<file path="src/rtl/counter_fsm_param_pkg.sv">
// Shared encodings for the counter FSM: state and mode enums.
package counter_fsm_param_pkg;

    typedef enum logic [1:0] {
        ST_IDLE   = 2'b00,
        ST_CNT_UP = 2'b01,
        ST_CNT_DN = 2'b10
    } state_e;

    typedef enum logic [1:0] {
        MODE_UP     = 2'b00,
        MODE_DN     = 2'b01,
        MODE_BOUNCE = 2'b10,
        MODE_RSVD   = 2'b11
    } mode_e;

endpackage

</file>
<file path="src/rtl/tick_divider.sv">
// Single-clock step divider: one-cycle tick every DIV_COUNT enabled cycles; en=0 clears the count.
module tick_divider #(
    parameter int DIV_COUNT = 1500000,
    parameter int DIV_W     = 24
) (
    input  logic clk,
    input  logic rst_btn,
    input  logic en,
    output logic tick
);

    localparam logic [DIV_W-1:0] LAST = DIV_W'(DIV_COUNT - 1);

    logic [DIV_W-1:0] cnt_q;

    assign tick = en && (cnt_q == LAST);

    // NOTE: sequential state uses non-blocking assignments so every register samples pre-edge values.
    always_ff @(posedge clk) begin
        if (!rst_btn) begin
            cnt_q <= '0;
        end else if (!en || tick) begin
            cnt_q <= '0;
        end else begin
            cnt_q <= cnt_q + 1'b1;
        end
    end

endmodule

</file>
<file path="src/rtl/counter_fsm_param.sv">
// Button-started up/down/bounce LED counter with Mealy done pulse.
// Optional go debounce filter enabled by defining GO_DEBOUNCE_EN.
module counter_fsm_param
    import counter_fsm_param_pkg::*;
#(
    parameter int CNT_W           = 4,
    parameter int MAX_COUNT       = 15,
    parameter int DIV_COUNT       = 1500000,
    parameter int DIV_W           = 24,
    parameter int DEBOUNCE_CYCLES = 65536
) (
    input  logic             clk,
    input  logic             rst_btn,
    input  logic             go_btn,
    input  logic [1:0]       mode,
    output logic [CNT_W-1:0] led,
    output logic             busy,
    output logic             done_sig
);

    localparam logic [CNT_W-1:0] MAX_C = CNT_W'(MAX_COUNT);

    logic go_sync1_q, go_sync2_q, go_lvl, go_prev_q, go_pulse_q;

    always_ff @(posedge clk) begin
        if (!rst_btn) begin
            go_sync1_q <= 1'b0;
            go_sync2_q <= 1'b0;
            go_prev_q  <= 1'b0;
            go_pulse_q <= 1'b0;
        end else begin
            go_sync1_q <= ~go_btn;
            go_sync2_q <= go_sync1_q;
            go_prev_q  <= go_lvl;
            go_pulse_q <= go_lvl & ~go_prev_q;
        end
    end

`ifdef GO_DEBOUNCE_EN
    localparam int DEB_W = $clog2(DEBOUNCE_CYCLES + 1);
    localparam logic [DEB_W-1:0] DEB_LAST = DEB_W'(DEBOUNCE_CYCLES - 1);

    logic             deb_q;
    logic [DEB_W-1:0] deb_cnt_q;

    // The debounced level only follows the synchroniser after an unbroken run of differing samples.
    always_ff @(posedge clk) begin
        if (!rst_btn) begin
            deb_q     <= 1'b0;
            deb_cnt_q <= '0;
        end else if (go_sync2_q == deb_q) begin
            deb_cnt_q <= '0;
        end else if (deb_cnt_q == DEB_LAST) begin
            deb_q     <= go_sync2_q;
            deb_cnt_q <= '0;
        end else begin
            deb_cnt_q <= deb_cnt_q + 1'b1;
        end
    end

    assign go_lvl = deb_q;
`else
    assign go_lvl = go_sync2_q;
`endif

    state_e           state_q;
    logic [CNT_W-1:0] led_q;
    logic             busy_q;
    logic             bounce_q;
    logic             tick;

    tick_divider #(
        .DIV_COUNT (DIV_COUNT),
        .DIV_W     (DIV_W)
    ) u_div (
        .clk     (clk),
        .rst_btn (rst_btn),
        .en      (state_q != ST_IDLE),
        .tick    (tick)
    );

    always_ff @(posedge clk) begin
        if (!rst_btn) begin
            state_q  <= ST_IDLE;
            led_q    <= '0;
            busy_q   <= 1'b0;
            bounce_q <= 1'b0;
        end else begin
            case (state_q)
                ST_IDLE: begin
                    if (go_pulse_q) begin
                        busy_q <= 1'b1;
                        case (mode_e'(mode))
                            MODE_DN: begin
                                state_q  <= ST_CNT_DN;
                                led_q    <= MAX_C;
                                bounce_q <= 1'b0;
                            end
                            MODE_BOUNCE: begin
                                state_q  <= ST_CNT_UP;
                                led_q    <= '0;
                                bounce_q <= 1'b1;
                            end
                            default: begin
                                state_q  <= ST_CNT_UP;
                                led_q    <= '0;
                                bounce_q <= 1'b0;
                            end
                        endcase
                    end
                end
                ST_CNT_UP: begin
                    if (tick) begin
                        if (led_q < MAX_C) begin
                            led_q <= led_q + 1'b1;
                        end else if (bounce_q) begin
                            state_q <= ST_CNT_DN;
                            led_q   <= MAX_C - 1'b1;
                        end else begin
                            state_q <= ST_IDLE;
                            busy_q  <= 1'b0;
                        end
                    end
                end
                ST_CNT_DN: begin
                    if (tick) begin
                        if (led_q != '0) begin
                            led_q <= led_q - 1'b1;
                        end else begin
                            state_q <= ST_IDLE;
                            busy_q  <= 1'b0;
                        end
                    end
                end
                default: begin
                    state_q <= ST_IDLE;
                    busy_q  <= 1'b0;
                end
            endcase
        end
    end

    assign led      = led_q;
    assign busy     = busy_q;
    assign done_sig = rst_btn && tick &&
                      (((state_q == ST_CNT_UP) && (led_q == MAX_C) && !bounce_q) ||
                       ((state_q == ST_CNT_DN) && (led_q == '0)));

endmodule

</file>
<file path="config.mk">
export PLATFORM = sky130hd
export DESIGN_NAME = counter_fsm_param
export DESIGN_NICKNAME = d
export VERILOG_FILES = /design/src/rtl/counter_fsm_param_pkg.sv /design/src/rtl/tick_divider.sv /design/src/rtl/counter_fsm_param.sv
export SDC_FILE = /design/constraint.sdc
export NUM_CORES = 1
export LEC_CHECK = 0
export CELL_PAD_IN_SITES_DETAIL_PLACEMENT = 1
export CELL_PAD_IN_SITES_GLOBAL_PLACEMENT = 1
export CORE_MARGIN = 3
export CORE_UTILIZATION = 25
export CTS_CLUSTER_DIAMETER = 30
export DETAILED_ROUTE_END_ITERATION = 10
export GPL_ROUTABILITY_DRIVEN = 0
export GPL_TIMING_DRIVEN = 0
export PLACE_DENSITY_LB_ADDON = 0.25
export SYNTH_ARGS = -nofsm -noshare
export SYNTH_HDL_FRONTEND = slang
export SYNTH_HIERARCHICAL = 1
export SYNTH_SLANG_ARGS = --single-unit
</file>
<file path="constraint.sdc">
create_clock -name clk -period 4.66 [get_ports clk]
set_input_delay 0.932 -clock clk [delete_from_list [all_inputs] [get_ports clk]]
set_output_delay 0.932 -clock clk [all_outputs]
set_load 0.03 [all_outputs]
</file>
==> flow_summary.toml, run 1 <==
[synthesis]
synth_area_per_cell_sq_um = 9.03
synth_top_area_share_pct = 36.4
synth-seq-area-share_pct = 36.4
yosys-top-cells-area = "sky130_fd_sc_hd__dfxtp_1 36%, sky130_fd_sc_hd__ha_1 5.1%, sky130_fd_sc_hd__nor2_1 4.2%"
synth_cells = 219
synth_async_sr_flop_share_pct = 0
ys.warnings.count = 6
yosysUniqueCellTypes = 54
synth_edf_count = 0
synth_seq_cells = 36
yosysTopAreaCell = "sky130_fd_sc_hd__dfxtp_1"
synth_fp_nets = 232
netlist_area_sq_um = 1980
primary_flip_flop_cell_chosen_by_synthesis_mapping = "sky130_fd_sc_hd__dfxtp_1"

[timing]
fmaxAchievable_ghz = 0.242
rsz0062_at_grt = "no"
whs_ps = 385
timing.max_slew.rel_slack_pct = 55.7
post_route_clock_period_utilization_pct = 88.6
timing_worst_slew_pin_value_ps = 659
finalMaxSlewViolations = 0
timing.setup.tns_ps = 0
period_minus_slack_ps = 4130
final-setup-viol-count = 0
finalHoldViolCount = 0
finalWorstSetupSlack_ps = 532
post_route_skew_ps = 4.44

[die]
core.rowCount = 31
floorplan.die_area_sq_um = 9020
initial_core_utilization_pct = 26.6
core_area_sq_um = 7450
boundaryPins = 11
die_h_um = 95.0
die_width_um = 95.0

[worst_hold_path]
worst_hold_path.num_cells = 1
worstHoldPathType = "reg -> reg"
min-delay-start = "go_prev_q"
worstHoldEndpoint = "go_pulse_q"

[global_route]
antenna_found_initial = 0
grt_start_max_net_pins = 11
grt_pass1_wl_um = 7800
grt_use_total_pct = 11.1
grt_pass1_vias = 1605
grt_overflow_total = 0

[drt]
detailed_route_iter0_violations = 45
detail_route.first_pass.iterations = 4
drt-vias-per-instance = 4.85
routed-via-count = 1626
avgRoutedWirePerCell_um = 13.8
route.detailed.drc = 0
totalWireLength_um = 4630
detail-route-antenna-nets = 0

[final_layout]
nNetsFinal = 249
final_cell_count_no_fill = 335
largest-register = "u_div/cnt_q"
area.growth.synth_to_final_pct = 15.2
antenna_diode_count = 0
final_layout_size_suffix_gt1_share_pct = 11.4
postLayoutCellArea_sq_um = 2280
largest_register_ffs = 24
finalCoreUtilization_pct = 30.6
nFillCells = 878

[clocking]
clock_tree.root_cell = "sky130_fd_sc_hd__clkbuf_8"
postCtsHoldBufs = 0
cts_htree_levels = 2
worst_skew_pair.late_latency_ps = 280
clk_pin_slew_worst_paths_ps = 70
cts_buffers = 5
cts_post_setup_buffers_inserted = 0
cts_tree = "built"
resized_cells_post_cts = 0
clock_sinks = 36
cts-root-to-sink-buffers = 2

[pwr]
total_power_mw = 1.10
power_per_standard_cell_area_nw_per_um2 = 484
vdd_ir_drop_max_mv = 0.178
leakagePower_nw = 0.745

[setup_path]
category_of_the_worst_setup_path_capture_point = "output pin"
worst_r2r_path_depth = 8
arrival_ps = 3200
timing.setup.critical_path_class = "reg -> out"
cp.required_ps = 3730
crit_path_start_kind = "flop"
critical_path.max_fanout = 5
regToRegEndpoint = "led[3]"
r2r_slack_ps = 1570
rr_startpoint = "u_div/cnt_q[0]"

[placed_design]
placedInstanceArea_sq_um = 2200
post-place-ws_ps = 831
placed_cells = 328
io_buffers = 10
detailedPlacementHpwl_um = 3460

[job]
drv.max_cap_violation_count = 0

[outcome]
status = "complete, no violations"
[worst max-delay path, cell delays in order (launching register included)]
cell	delay, ps
sky130_fd_sc_hd__dfxtp_1	440
sky130_fd_sc_hd__ha_1	230
sky130_fd_sc_hd__nand3_1	170
sky130_fd_sc_hd__or4_1	640
sky130_fd_sc_hd__nor3_1	540
sky130_fd_sc_hd__nand2_1	100
sky130_fd_sc_hd__nor2_1	110
sky130_fd_sc_hd__clkdlybuf4s50_1	670
[power breakdown]
group	internal, mW	switching [mW]	total, mW
combinational	0.216	0.302	0.518
clock	0.102	0.108	0.210
sequential	0.342	0.0328	0.375
total	0.660	0.443	1.10
[Yosys cell counts, types with 3 or more instances]
master                      n
sky130_fd_sc_hd__a21oi_1   12
sky130_fd_sc_hd__o21ai_0    9
sky130_fd_sc_hd__o31ai_1    3
sky130_fd_sc_hd__or4_1      5
sky130_fd_sc_hd__xnor2_1    7
sky130_fd_sc_hd__nor3_1     3
sky130_fd_sc_hd__ha_1       8
sky130_fd_sc_hd__or3_1      8
sky130_fd_sc_hd__inv_1     12
sky130_fd_sc_hd__xor2_1     7
sky130_fd_sc_hd__nand4_1    8
sky130_fd_sc_hd__and3_1     3
sky130_fd_sc_hd__dfxtp_1   36
sky130_fd_sc_hd__clkbuf_1   4
sky130_fd_sc_hd__nand3_1    9
sky130_fd_sc_hd__nor2_1    22
sky130_fd_sc_hd__nand2_1   14
[layout by cell type, fill, tap and decap left out, types with 2 or more instances in the layout]
master and count:
sky130_fd_sc_hd__dfxtp_1 36, sky130_fd_sc_hd__o221a_2 2, sky130_fd_sc_hd__a21oi_1 12, sky130_fd_sc_hd__clkbuf_1 5
sky130_fd_sc_hd__nor4b_1 2, sky130_fd_sc_hd__nand2b_1 2, sky130_fd_sc_hd__o21ai_0 9, sky130_fd_sc_hd__xor2_1 7
sky130_fd_sc_hd__nand3_1 9, sky130_fd_sc_hd__nor2b_1 2, sky130_fd_sc_hd__buf_6 2, sky130_fd_sc_hd__and2_1 2
sky130_fd_sc_hd__and4_1 2, sky130_fd_sc_hd__xnor2_1 7, sky130_fd_sc_hd__nor3_1 3, sky130_fd_sc_hd__and3_1 3
sky130_fd_sc_hd__o2111ai_1 2, sky130_fd_sc_hd__nand2_1 14, sky130_fd_sc_hd__or3_1 8, sky130_fd_sc_hd__clkbuf_8 5
sky130_fd_sc_hd__inv_1 12, sky130_fd_sc_hd__or4_1 5, sky130_fd_sc_hd__clkdlybuf4s50_1 10, sky130_fd_sc_hd__nor2_1 22
sky130_fd_sc_hd__nand4_1 8, sky130_fd_sc_hd__buf_2 2, sky130_fd_sc_hd__nand4_4 2, sky130_fd_sc_hd__o31ai_1 3
sky130_fd_sc_hd__mux2i_1 2, sky130_fd_sc_hd__nor4_1 2, sky130_fd_sc_hd__ha_1 8
[cell families (layout without fill, tap and decap cells)]
kind of cell,count (synthesis),in the layout,synth area share [%]
AO/OA/AOI/OAI,43,43,16.3
XOR/XNOR,14,14,6.20
adder cells (fa/ha/maj),8,8,5.06
buffers and inverters,21,38,5.06
flip-flops,36,36,36.4
multiplexers,2,2,1.01
AND/OR/NAND/NOR,95,95,29.9
[layer usage]
layer,wire [um],up-vias,global-route usage [%]
met5,0,-,0
met4,67,0,5.41
met3,85,5,1.91
met2,2090,15,17.7
met1,2380,777,14.5
li1,-,829,-
[final cells by class]
type                       instances  area (sq um)  share of cell area, %
multi-input combinational        162          1160                   50.8
buffer                             9          55.1                   2.41
clock buffer                       6          72.6                   3.18
timing repair buffer              10           100                   4.39
tap                               99           124                   5.43
inverter                          12          45.0                   1.98
sequential                        36           721                   31.6
clock inverter                     1          5.00                  0.220
[worst max path at each step]
stage	startpoint	end	slack (ps)
2_1_floorplan	u_div/cnt_q[0]	done_sig	1500
3_3_place_gp	u_div/cnt_q[0]	done_sig	810
3_5_place_dp	u_div/cnt_q[0]	done_sig	830
4_1_cts	u_div/cnt_q[0]	done_sig	480
5_1_grt	u_div/cnt_q[0]	done_sig	340
6_report	u_div/cnt_q[0]	done_sig	530
(Power assumes the default switching activity.)
==> inputs of run 2 (changes only) <==
- MAX_ROUTING_LAYER: default -> met4
==> run 2 against run 1 <==
Compared with the run above: critical path depth unchanged; register-to-register slack is essentially flat; via count up 0.12%; clock power about the same; routed wire length barely moved; highest routed layer unchanged; sequential share of layout area unchanged; clock-buffer cell count unchanged; maximum frequency about the same; largest power group unchanged.
==> flow_summary.toml, run 2 (synthesized netlist as in run 1, its figures left out) <==
[timing]
timing.setup.tns_ps = 0
finalHoldViolCount = 0
finalMaxSlewViolations = 0
fmaxAchievable_ghz = 0.242
post_route_clock_period_utilization_pct = 88.6
rsz0062_at_grt = "no"
timing.max_slew.rel_slack_pct = 55.7
timing_worst_slew_pin_value_ps = 659
post_route_skew_ps = 4.42
period_minus_slack_ps = 4130
final-setup-viol-count = 0

[pwr]
leakagePower_nw = 0.745
p_sw_mw = 0.443
power_per_standard_cell_area_nw_per_um2 = 484
swShare_pct = 40.2
clkPwrFrac_pct = 19.0
vdd_ir_drop_max_mv = 0.178
power.sequential.fraction_pct = 34.0
internal_power_mw = 0.660
power.combinational.fraction_pct = 47.0

[drt]
detail-route-antenna-nets = 0
m1WireLength_um = 2380
routed-via-count = 1628
met2_wirelength_um = 2090
met3RoutedLength_um = 87
routed.top_layer = "met4"
detailed_route_iter0_violations = 47
drt-vias-per-instance = 4.86
detail_route.first_pass.iterations = 4
route.detailed.drc = 0
avgRoutedWirePerCell_um = 13.8
totalWireLength_um = 4620

[final_layout]
final_cell_mix = "36 x sky130_fd_sc_hd__dfxtp_1, 22 x sky130_fd_sc_hd__nor2_1, 14 x sky130_fd_sc_hd__nand2_1, 12 x sky130_fd_sc_hd__inv_1, 12 x sky130_fd_sc_hd__a21oi_1"
final_layout_size_suffix_gt1_share_pct = 11.4
nNetsFinal = 249
final_cell_count_no_fill = 335
largest-register = "u_div/cnt_q"
area.growth.synth_to_final_pct = 15.2
antenna_diode_count = 0
layout.cells.most_common = "sky130_fd_sc_hd__dfxtp_1"
largest_register_ffs = 24

[clocking]
worst_skew_pair.late_latency_ps = 280
cts-root-to-sink-buffers = 2
resized_cells_post_cts = 0
postCtsHoldBufs = 0
cts_tree = "built"
clock_tree.root_cell = "sky130_fd_sc_hd__clkbuf_8"
clk_pin_slew_worst_paths_ps = 70
cts_post_setup_buffers_inserted = 0
cts_htree_levels = 2
clock_sinks = 36
cts_buffers = 5

[global_route]
grt_pass1_vias = 1605
grt_use_total_pct = 11.4
antenna_found_initial = 0
grt_overflow_total = 0
grt_start_max_net_pins = 11
grt_pass1_wl_um = 7800

[setup_path]
timing.setup.critical_path_class = "reg -> out"
crit_path_top_delay_cell = "sky130_fd_sc_hd__clkdlybuf4s50_1"
critPathTopFamily = "simple AND/OR/NAND/NOR gates"
startpoint = "u_div/cnt_q[0]"
rr_startpoint = "u_div/cnt_q[0]"
arrival_ps = 3190
crit_chain = "ha_1, nand3_1, or4_1, nor3_1, nand2_1, nor2_1, clkdlybuf4s50_1"
cp.buffers_inverters = 1
category_of_the_worst_setup_path_capture_point = "output pin"
cp.required_ps = 3730
max_stage_delay_ps = 670
crit_path_start_kind = "flop"
critical_path.max_fanout = 5

[job]
drv.max_cap_violation_count = 0

[die]
core.rowCount = 31
core_area_sq_um = 7450
die_width_um = 95.0
initial_core_utilization_pct = 26.6
die_h_um = 95.0
floorplan.die_area_sq_um = 9020
boundaryPins = 11

[placed_design]
io_buffers = 10
detailedPlacementHpwl_um = 3460
placed_cells = 328

[worst_hold_path]
worstHoldPathType = "reg -> reg"
min-delay-start = "go_prev_q"

[outcome]
status = "complete, no violations"
==> run 2: cell counts in the layout (fill, tap and decap cells not counted) <==
No cell type changed its count.
==> run 2: final timing paths <==
check	endpoint	slack (ps)	depth (start not counted)
worst max-delay path	done_sig	530	7
worst min-delay path	go_pulse_q	390	1
worst max register to register	led[3]	1570	8
worst min register to register	go_pulse_q	390	1
==> run 2: stage by stage <==
step                      total power, mW  utilization (%)  hold WS [ps]  worst slack (ps)  area [sq um]
after floorplan                     0.767                -           367              1500          1980
after global placement              0.900             29.6           372               809          2200
after detailed placement            0.903             29.6           378               831          2200
after CTS                            1.13             30.6           389               478          2280
after global routing                 1.19             30.6           410               340          2280
final                                1.10             30.6           385               533          2280
==> run 2: power groups by stage <==
stage,sequential (mW),clock (mW),combinational [mW]
after global routing,0.382,0.235,0.573
after floorplan,0.414,0,0.353
after global placement,0.381,0,0.519
after CTS,0.376,0.225,0.525
after detailed placement,0.383,0,0.520
final,0.375,0.210,0.518
==> run 2: worst register-to-register path, stage by stage (launching register included) <==
cell	delay (ps)
sky130_fd_sc_hd__dfxtp_1	440
sky130_fd_sc_hd__ha_1	240
sky130_fd_sc_hd__nand3_1	170
sky130_fd_sc_hd__or4_1	640
sky130_fd_sc_hd__nor3_1	540
sky130_fd_sc_hd__o21ba_2	250
sky130_fd_sc_hd__nor3_2	260
sky130_fd_sc_hd__o211ai_1	180
sky130_fd_sc_hd__o221a_1	260
==> run 2: area by class of cell <==
type,count,area [sq um]
buffer,9,55.1
clock buffer,6,72.6
clock inverter,1,5.00
fill,878,5170
inverter,12,45.0
multi-input combinational,162,1160
sequential,36,721
tap,99,124
timing repair buffer,10,100
==> run 2: per-layer routing <==
metal  track usage [%]  vias to the layer above
li1                  -                      829
met1              14.5                      777
met2              17.7                       17
met3              1.91                        5
met4              5.41                        0
met5                 -                        -
